==> src/rtl/riscv_base_divider.sv <==
// 32-bit iterative divider for RISC-V DIV/DIVU/REM/REMU: restoring radix-2, one
// quotient bit per cycle, with single-cycle fast paths for divide-by-zero and signed overflow.
module riscv_base_divider (
    input  logic        clk_i,
    input  logic        rst_i,
    input  logic        start_i,
    input  logic [1:0]  op_i,
    input  logic [31:0] a_i,
    input  logic [31:0] b_i,
    output logic        busy_o,
    output logic        valid_o,
    output logic [31:0] result_o
);

    typedef enum logic [1:0] {IDLE, CALC, DONE} state_t;

    state_t      state_q, state_d;
    logic [4:0]  cnt_q, cnt_d;
    logic [31:0] dvd_q, dvd_d;      // dividend bits shift out MSB-first, quotient bits shift in
    logic [31:0] dvs_q, dvs_d;
    logic [32:0] rem_q, rem_d;
    logic        negq_q, negq_d;
    logic        negr_q, negr_d;
    logic        isrem_q, isrem_d;
    logic [31:0] result_q, result_d;

    logic        sgn, a_neg, b_neg, ge;
    logic [31:0] a_mag, b_mag, quo_nx, q_fin, r_fin;
    logic [32:0] rem_nx;
    logic [33:0] diff;

    always_comb begin
        sgn   = ~op_i[0];
        a_neg = sgn & a_i[31];
        b_neg = sgn & b_i[31];
        a_mag = a_neg ? (~a_i + 32'd1) : a_i;
        b_mag = b_neg ? (~b_i + 32'd1) : b_i;

        // Trial subtract of the divisor from the shifted partial remainder;
        // a borrow (bit 33 set) means the step restores.
        diff   = {rem_q, dvd_q[31]} - {2'b00, dvs_q};
        ge     = ~diff[33];
        rem_nx = ge ? diff[32:0] : {rem_q[31:0], dvd_q[31]};
        quo_nx = {dvd_q[30:0], ge};
        q_fin  = negq_q ? (~quo_nx + 32'd1) : quo_nx;
        r_fin  = negr_q ? (~rem_nx[31:0] + 32'd1) : rem_nx[31:0];
    end

    always_comb begin
        state_d  = state_q;
        cnt_d    = cnt_q;
        dvd_d    = dvd_q;
        dvs_d    = dvs_q;
        rem_d    = rem_q;
        negq_d   = negq_q;
        negr_d   = negr_q;
        isrem_d  = isrem_q;
        result_d = result_q;

        case (state_q)
            IDLE: begin
                if (start_i) begin
                    isrem_d = op_i[1];
                    negq_d  = a_neg ^ b_neg;
                    negr_d  = a_neg;
                    dvd_d   = a_mag;
                    dvs_d   = b_mag;
                    rem_d   = '0;
                    cnt_d   = '0;
                    if (b_i == 32'd0) begin
                        result_d = op_i[1] ? a_i : 32'hFFFF_FFFF;
                        state_d  = DONE;
                    end else if (sgn && a_i == 32'h8000_0000 && b_i == 32'hFFFF_FFFF) begin
                        result_d = op_i[1] ? 32'd0 : 32'h8000_0000;
                        state_d  = DONE;
                    end else begin
                        state_d = CALC;
                    end
                end
            end
            CALC: begin
                dvd_d = quo_nx;
                rem_d = rem_nx;
                cnt_d = cnt_q + 5'd1;
                if (cnt_q == 5'd31) begin
                    result_d = isrem_q ? r_fin : q_fin;
                    state_d  = DONE;
                end
            end
            DONE: begin
                state_d = IDLE;
            end
            default: begin
                state_d = IDLE;
            end
        endcase
    end

    always_ff @(posedge clk_i) begin
        if (rst_i) begin
            state_q  <= IDLE;
            cnt_q    <= '0;
            dvd_q    <= '0;
            dvs_q    <= '0;
            rem_q    <= '0;
            negq_q   <= 1'b0;
            negr_q   <= 1'b0;
            isrem_q  <= 1'b0;
            result_q <= '0;
        end else begin
            state_q  <= state_d;
            cnt_q    <= cnt_d;
            dvd_q    <= dvd_d;
            dvs_q    <= dvs_d;
            rem_q    <= rem_d;
            negq_q   <= negq_d;
            negr_q   <= negr_d;
            isrem_q  <= isrem_d;
            result_q <= result_d;
        end
    end

    assign busy_o   = (state_q != IDLE);
    assign valid_o  = (state_q == DONE);
    assign result_o = result_q;

endmodule
==> config.mk <==
export PLATFORM = sky130hd
export DESIGN_NAME = riscv_base_divider
export DESIGN_NICKNAME = d
export VERILOG_FILES = /design/src/rtl/riscv_base_divider.sv
export SDC_FILE = /design/constraint.sdc
export NUM_CORES = 1
export LEC_CHECK = 0
export CAP_MARGIN = 20
export CORE_ASPECT_RATIO = 0.5
export CORE_MARGIN = 2
export CORE_UTILIZATION = 38
export DETAILED_ROUTE_END_ITERATION = 7
export SLEW_MARGIN = 15
export SYNTH_ARGS = -nofsm -noshare
export SYNTH_HDL_FRONTEND = slang
export SYNTH_SLANG_ARGS = --single-unit
==> constraint.sdc <==
create_clock -name clk_i -period 5.11 [get_ports clk_i]
set_input_delay 0.7665 -clock clk_i [delete_from_list [all_inputs] [get_ports clk_i]]
set_output_delay 0.7665 -clock clk_i [all_outputs]
set_load 0.01 [all_outputs]
==> metrics.csv, run 1 <==
stage,metric,value,unit
routing,drt drc,0,
global_routing,GR Layer Usage met2,0.429,
global_routing,GR Util met1,0.395,
yosys,number of synthesized register bits,139,
critical_path,FF-to-FF Start,dvs_q[6],
sta,Worst Tran Pin Value,1030,ps
yosys,most common cell in the netlist,nor2_1,
critical_path,required time worst endpoint,5430,ps
sta,final setup margin,301,ps
global_routing,antenna violations before repair,0,
routing,Initial DRC Count,1298,
sta,fin. max-slew vios,0,
finish,layout cell share with drive strength beyond 1,0.0677,
clock_tree,# H-tree levels,4,
global_routing,largest net degree at the start of global routing,75,
yosys,most common library cells after synthesis,"175 x nor2_1, 150 x nand2_1, 139 x dfxtp_1",
global_routing,total gr overflow,0,
global_routing,Top Usage Layer GRT,met2,
clock_tree,CTS tree,yes,
global_routing,GR Util All Layers,0.282,
yosys,"Cell Area, Synth",11200,um^2
floorplan,die area,31100,um^2
yosys,Main synth FF type,dfxtp_1,
floorplan,Die Height,126,um
sta,RSZ-0062 raised after global routing,no,
yosys,Mapped Nets,1642,
power,LEAKAGE,4.79,nW
yosys,post-synthesis sequential area ratio,0.248,
sta,fin crit share,0.941,
critical_path,critical path launch point type,flop,
routing,Vias per Instance,6.10,
critical_path,"slowest stage delay, CP",530,ps
clock_tree,Longest Clk Path Bufs,2,
yosys,"Distinct cells, synth",86,
worst_hold_path,HP Class,reg2reg,
worst_hold_path,Hold Startpoint,dvs_q[30],
sta,setup_tns,0,ps
run_status,status,"complete, no violations",
clock_tree,CTS Sinks,139,
critical_path,"most used cell, CP",o21ai_1,
critical_path,R2R depth,16,
yosys,Yosys top cell area share,0.248,
sta,final hold vios,0,
finish,Final nets,1705,
run,max cap viols,0,
yosys,Post-synth EDFFs,0,
critical_path,WP data arrival,5130,ps
clock_tree,clock-pin transition on the worst setup and hold timing paths,60,ps
yosys,syn_area_per_cell,7.33,um^2
yosys,asr flop ratio synth,0,
power,pwr/cell area,693,nW/um^2
critical_path,CP cell instances,"inv_1, ha_1, a21oi_2, o21ai_1, a221o_1, o311a_4, o21a_4, nor2_8, mux2i_2, ha_2, nand4b_1, o41a_1, or4_4, o21ai_1, xor2_1, a31oi_1",
finish,Non-Filler Instances,2000,
sta,min cycle time layout,4810,ps
worst_hold_path,Min-Delay Endpoint,dvs_q[30],
floorplan,Die Wd,247,um
yosys,Syn. warnings,0,
routing,antenna-violating nets left,0,
floorplan,io pins,103,
sta,Clock Skew,9.98,ps
critical_path,Critical Setup Path Class,reg2reg,
critical_path,Slowest cell on crit path,or4_4,
placed_design,IO buf count,102,
critical_path,reg2reg setup slack,300,ps
routing,via count,12200,
yosys,Mapped Cells,1533,
critical_path,Worst Path Buf+Inv,1,
critical_path,crit end category,flop,
finish,# diodes,0,
global_routing,number of global-route vias before repair,11500,
floorplan,# rows,44,
power,Worst IR Drop VDD,0.000620,V
global_routing,first-pass GRT wire length,67500,um
sta,Slew headroom,0.312,
sta,Setup-failing EPs final,0,
finish,P&R area growth vs syn,18.3,%
placed_design,hpwl dp,32400,um
yosys,largest cells by area after synthesis,"dfxtp_1 25%, xor2_1 5.9%, nor2_1 5.8%, a21oi_1 5.8%, nand2_1 5.0%",
placed_design,Final Wtd Congestion,0.914,
critical_path,CP max FO,6,
sta,max frequency,208,MHz
clock_tree,cts hold-fix bufs,0,
worst_hold_path,hold path depth,2,
floorplan,core area,29100,um^2
clock_tree,total CTS buffers,17,
placed_design,pre-CTS setup slack,259,ps
clock_tree,Root Buffer,clkbuf_16,
yosys,leading area contributor after synthesis,dfxtp_1,
floorplan,Starting Density,0.387,
placed_design,Placed Cells incl. Taps,1966,
routing,Initial DRT Pass Iterations,5,
critical_path,crit-path leading delay family,compound AO/OA/AOI/OAI gates,
clock_tree,"Clk Latency, worst-skew pair",460,ps
routing,drt wl/cell,21.8,um
critical_path,Worst R2R End,result_o[30],
global_routing,routing usage on met3,0.0575,
routing,final WL,43600,um
==> power by group <==
group	internal, mW	leakage [nW]	total [mW]	switching [mW]
logic	2.33	3.36	6.52	4.19
registers	1.22	1.14	1.38	0.162
clock network	0.742	0.295	1.31	0.569
total	4.29	4.79	9.22	4.92
==> stage by stage <==
step / hold WS (ps) / total power, mW / cell area, um^2 / util
after CTS: 464 / 8.97 / 13300 / 0.456
after global placement: 445 / 7.55 / 12700 / 0.436
after floorplan: 432 / 5.70 / 11200 / -
final: 465 / 9.22 / 13300 / 0.457
after detailed placement: 454 / 7.62 / 12700 / 0.436
after global routing: 491 / 9.72 / 13300 / 0.457
==> worst min-delay path, stage by stage, from the launching register on <==
cell and delay (ps):
dfxtp_1 320, nand2_1 50, a21oi_1 50
==> routing by layer <==
metal / vias up / wire length, um
met2: 554 / 18900
met4: 0 / 1080
met3: 72 / 3850
met1: 5844 / 19800
met5: - / 0
li1: 5734 / -
==> registers in the layout, summed over array words and instances, names as in the netlist <==
signal	cells
cnt_q	5
dvd_q	32
dvs_q	32
isrem_q	1
negq_q	1
negr_q	1
rem_q	33
result_o	32
state_q	2
==> placed cells by master, fill, tap and decap left out, types with 13 or more instances in the layout <==
master	synthesis	routed
and3_1	14	14
nor2_1	175	173
mux2i_1	26	25
a211oi_1	43	43
o221ai_1	22	22
nor2b_1	13	13
xnor2_1	63	63
o21ai_1	22	21
xor2_1	76	76
nor4_1	18	18
a22oi_1	17	17
or3_1	22	22
buf_4	1	37
nor3_1	49	49
nand2_1	150	150
o211ai_1	16	16
inv_1	54	54
o31ai_1	19	19
a31oi_1	20	19
ha_1	39	38
a21o_1	18	18
nand4_1	15	15
a21oi_1	131	131
clkdlybuf4s50_1	0	101
o21ai_0	96	96
clkbuf_16	0	17
nand3_1	18	18
dfxtp_1	139	139
==> worst max path at each step <==
stage	from	to	cells past startpoint
2_1_floorplan	dvs_q[10]	result_o[30]	21
3_3_place_gp	a_i[13]	result_o[28]	11
3_5_place_dp	a_i[13]	result_o[24]	11
4_1_cts	dvs_q[8]	result_o[30]	16
5_1_grt	dvs_q[26]	result_o[30]	17
6_report	dvs_q[6]	result_o[30]	16
==> logic make-up after synthesis <==
family          share of synthesized area
simple gates                        0.222
compound gates                      0.293
buf+inv                            0.0533
xor+xnor                            0.108
flops                               0.248
fa+ha+maj                          0.0452
mux                                0.0302
==> area by class of cell <==
class | count | area (um^2)
clock buffers | 18 | 439
clock inverters | 14 | 158
fillers | 2987 | 15800
inverters | 57 | 214
multi-input cells | 1241 | 7900
flip-flops and latches | 139 | 2780
well taps | 391 | 489
repair buffers | 140 | 1310
==> repair_timing <==
action                                  in CTS  in global routing
gates resized for setup                      0                  3
endpoints found under the setup margin       0                  3
buffers inserted                             0                  1
No activity file was read; power rests on OpenSTA's default activity.
==> run 2: changes to the inputs <==
--- a/config.mk
+++ b/config.mk
@@ -5,11 +5,12 @@
 export SDC_FILE = /design/constraint.sdc
 export NUM_CORES = 1
 export LEC_CHECK = 0
-export CAP_MARGIN = 20
 export CORE_ASPECT_RATIO = 0.5
 export CORE_MARGIN = 2
 export CORE_UTILIZATION = 38
 export DETAILED_ROUTE_END_ITERATION = 7
+export MAX_ROUTING_LAYER = met4
+export PLACE_DENSITY = 0.62
 export SLEW_MARGIN = 15
 export SYNTH_ARGS = -nofsm -noshare
 export SYNTH_HDL_FRONTEND = slang
==> metrics.csv, run 2 (synthesis results as in run 1) <==
stage,metric,value,unit,change
worst_hold_path,Hold Startpoint,dvs_q[31],,was dvs_q[30]
global_routing,largest net degree at the start of global routing,58,,was 75
worst_hold_path,HP Class,reg2reg,,unchanged
global_routing,routing usage on met3,0.0475,,was 0.0575
critical_path,crit end category,flop,,unchanged
run,max cap viols,0,,unchanged
sta,fin crit share,0.948,,was 0.941
placed_design,Final Wtd Congestion,0.949,,was 0.914
power,pwr/cell area,682,nW/um^2,was 693 nW/um^2
clock_tree,total CTS buffers,17,,unchanged
clock_tree,Longest Clk Path Bufs,2,,unchanged
routing,antenna-violating nets left,0,,unchanged
finish,"commonest cells after routing, fill and taps aside","173 x nor2_1, 150 x nand2_1, 139 x dfxtp_1, 131 x a21oi_1, 101 x clkdlybuf4s50_1",,unchanged
critical_path,reg2reg setup slack,270,ps,was 300 ps
sta,setup_tns,0,ps,unchanged
global_routing,GR Layer Usage met2,0.412,,was 0.429
routing,final WL,43700,um,"was 43,600 um"
run_status,status,"complete, no violations",,unchanged
clock_tree,Root Buffer,clkbuf_16,,unchanged
sta,Clock Skew,21.7,ps,was 9.98 ps
sta,RSZ-0062 raised after global routing,no,,unchanged
floorplan,Die Height,126,um,unchanged
critical_path,CP max FO,7,,was 6
sta,max frequency,206,MHz,was 208 MHz
placed_design,IO buf count,102,,unchanged
sta,Worst Tran Pin Value,1210,ps,was 1030 ps
global_routing,Top Usage Layer GRT,met2,,unchanged
placed_design,hpwl dp,32400,um,about the same
worst_hold_path,hold path depth,2,,unchanged
sta,fin. max-slew vios,0,,unchanged
global_routing,GR Util met1,0.410,,was 0.395
critical_path,R2R depth,16,,unchanged
floorplan,io pins,103,,unchanged
critical_path,Worst R2R End,result_o[18],,was result_o[30]
routing,Vias per Instance,6.19,,was 6.10
critical_path,WP data arrival,5210,ps,was 5130 ps
sta,Setup-failing EPs final,0,,unchanged
finish,Biggest register,rem_q,,unchanged
routing,Initial DRT Pass Iterations,5,,unchanged
routing,drt drc,0,,unchanged
sta,Hold WS,461,ps,was 465 ps
finish,# diodes,0,,unchanged
critical_path,FF-to-FF Start,rem_q[5],,was dvs_q[6]
sta,Slew headroom,0.184,,was 0.312
clock_tree,clock-pin transition on the worst setup and hold timing paths,60,ps,about the same
floorplan,# rows,44,,unchanged
finish,layout cell share with drive strength beyond 1,0.0648,,was 0.0677
global_routing,first-pass GRT wire length,67900,um,"was 67,500 um"
critical_path,critical path launch point type,flop,,unchanged
global_routing,number of global-route vias before repair,11500,,about the same
clock_tree,# H-tree levels,4,,unchanged
critical_path,required time worst endpoint,5480,ps,was 5430 ps
clock_tree,"Clk Latency, worst-skew pair",460,ps,about the same
routing,Initial DRC Count,1483,,"was 1,298"
sta,min cycle time layout,4840,ps,was 4810 ps
finish,fill cell count,2956,,"was 2,987"
worst_hold_path,Min-Delay Endpoint,dvs_q[31],,was dvs_q[30]
sta,final hold vios,0,,unchanged
global_routing,total gr overflow,0,,unchanged
floorplan,Starting Density,0.387,,unchanged
floorplan,die area,31100,um^2,unchanged
finish,max reg flops,33,,unchanged
finish,P&R area growth vs syn,17.6,%,was 18.3%
finish,most common library cell in the layout ignoring fill and taps,nor2_1,,unchanged
floorplan,Die Wd,247,um,unchanged
floorplan,core area,29100,um^2,unchanged
finish,Final nets,1704,,"was 1,705"
clock_tree,CTS Sinks,139,,unchanged
global_routing,GR Util All Layers,0.289,,was 0.282
routing,drt wl/cell,21.9,um,was 21.8 um
critical_path,Critical Setup Path Class,reg2reg,,unchanged
clock_tree,CTS tree,yes,,unchanged
routing,via count,12400,,"was 12,200"
power,LEAKAGE,4.75,nW,was 4.79 nW
global_routing,antenna violations before repair,0,,unchanged
power,Worst IR Drop VDD,0.000490,V,was 0.000620 V
## run 2: cell count changes in the layout (fill, tap and decap cells not counted), sizes merged
cell      change
inv           -3
bufinv        -1
clkinvlp      +1
## run 2: what timing repair did
| action | in CTS | in global routing |
|---|---|---|
| hold buffers | 0 | 0 |
| resized for setup | 0 | 3 |
| endpoints found under the setup margin | 0 | 4 |
| buffers inserted | 0 | 0 |
## run 2: power breakdown
part           total, mW  internal (mW)  switching [mW]
logic               6.43           2.32            4.10
clock network       1.20          0.675           0.524
registers           1.39           1.22           0.170
total               9.02           4.22            4.80
## run 2: worst max path at each step
stage                   start           end  slack, ps  depth (start not counted)
global route         dvs_q[8]  result_o[30]         20                         16
floorplan           dvs_q[10]  result_o[30]        440                         21
CTS                 dvs_q[26]  result_o[30]        280                         16
global placement      a_i[13]  result_o[21]        270                         12
finish               rem_q[5]  result_o[18]        270                         16
detailed placement    a_i[13]  result_o[21]        260                         12
## run 2: worst max-delay path, stage by stage, from the launching register on
cell and delay [ps]:
dfxtp_1 430, ha_1 360, a21oi_2 220, o21ai_1 150, a221o_1 420, o311a_4 420
o21a_4 250, nor2_8 150, mux2i_1 320, ha_2 290, nand4b_1 240, o41ai_1 420
buf_4 210, a31oi_1 90, xnor2_1 470, a211oi_1 150, nor3_1 200
## run 2: metal layers
metal / up-vias / part of all wire
li1: 5738 / -
met1: 5966 / 0.46
met2: 582 / 0.42
met3: 66 / 0.081
met4: 0 / 0.029
met5: - / 0
## run 2: layout make-up
type,instances,area (um^2),area share
multi-input cells,1241,7900,0.597
flip-flops and latches,139,2780,0.211
repair buffers,139,1300,0.0981
well taps,391,489,0.0370
clock buffers,19,443,0.0335
inverters,57,214,0.0162
clock inverters,11,96.3,0.00729
## run 2: through the flow
step                      area [um^2]  cells  utilization  power, mW  worst slack (ps)
final                           13200   1997        0.455       9.02               267
after CTS                       13200   1997        0.454       8.79               280
after detailed placement        12700   1967        0.436       7.54               262
after global routing            13200   1997        0.455       9.48              24.6
after global placement          12700   1967        0.436       7.49               268
after floorplan                 11200   1533            -       5.70               440
==> run 3: changes to the inputs <==
--- a/config.mk
+++ b/config.mk
@@ -15,3 +15,4 @@
 export SYNTH_ARGS = -nofsm -noshare
 export SYNTH_HDL_FRONTEND = slang
 export SYNTH_SLANG_ARGS = --single-unit
+export TNS_END_PERCENT = 10
==> results of run 3 <==
Same layout as run 2: the final DEF is identical, and so are final timing and power.
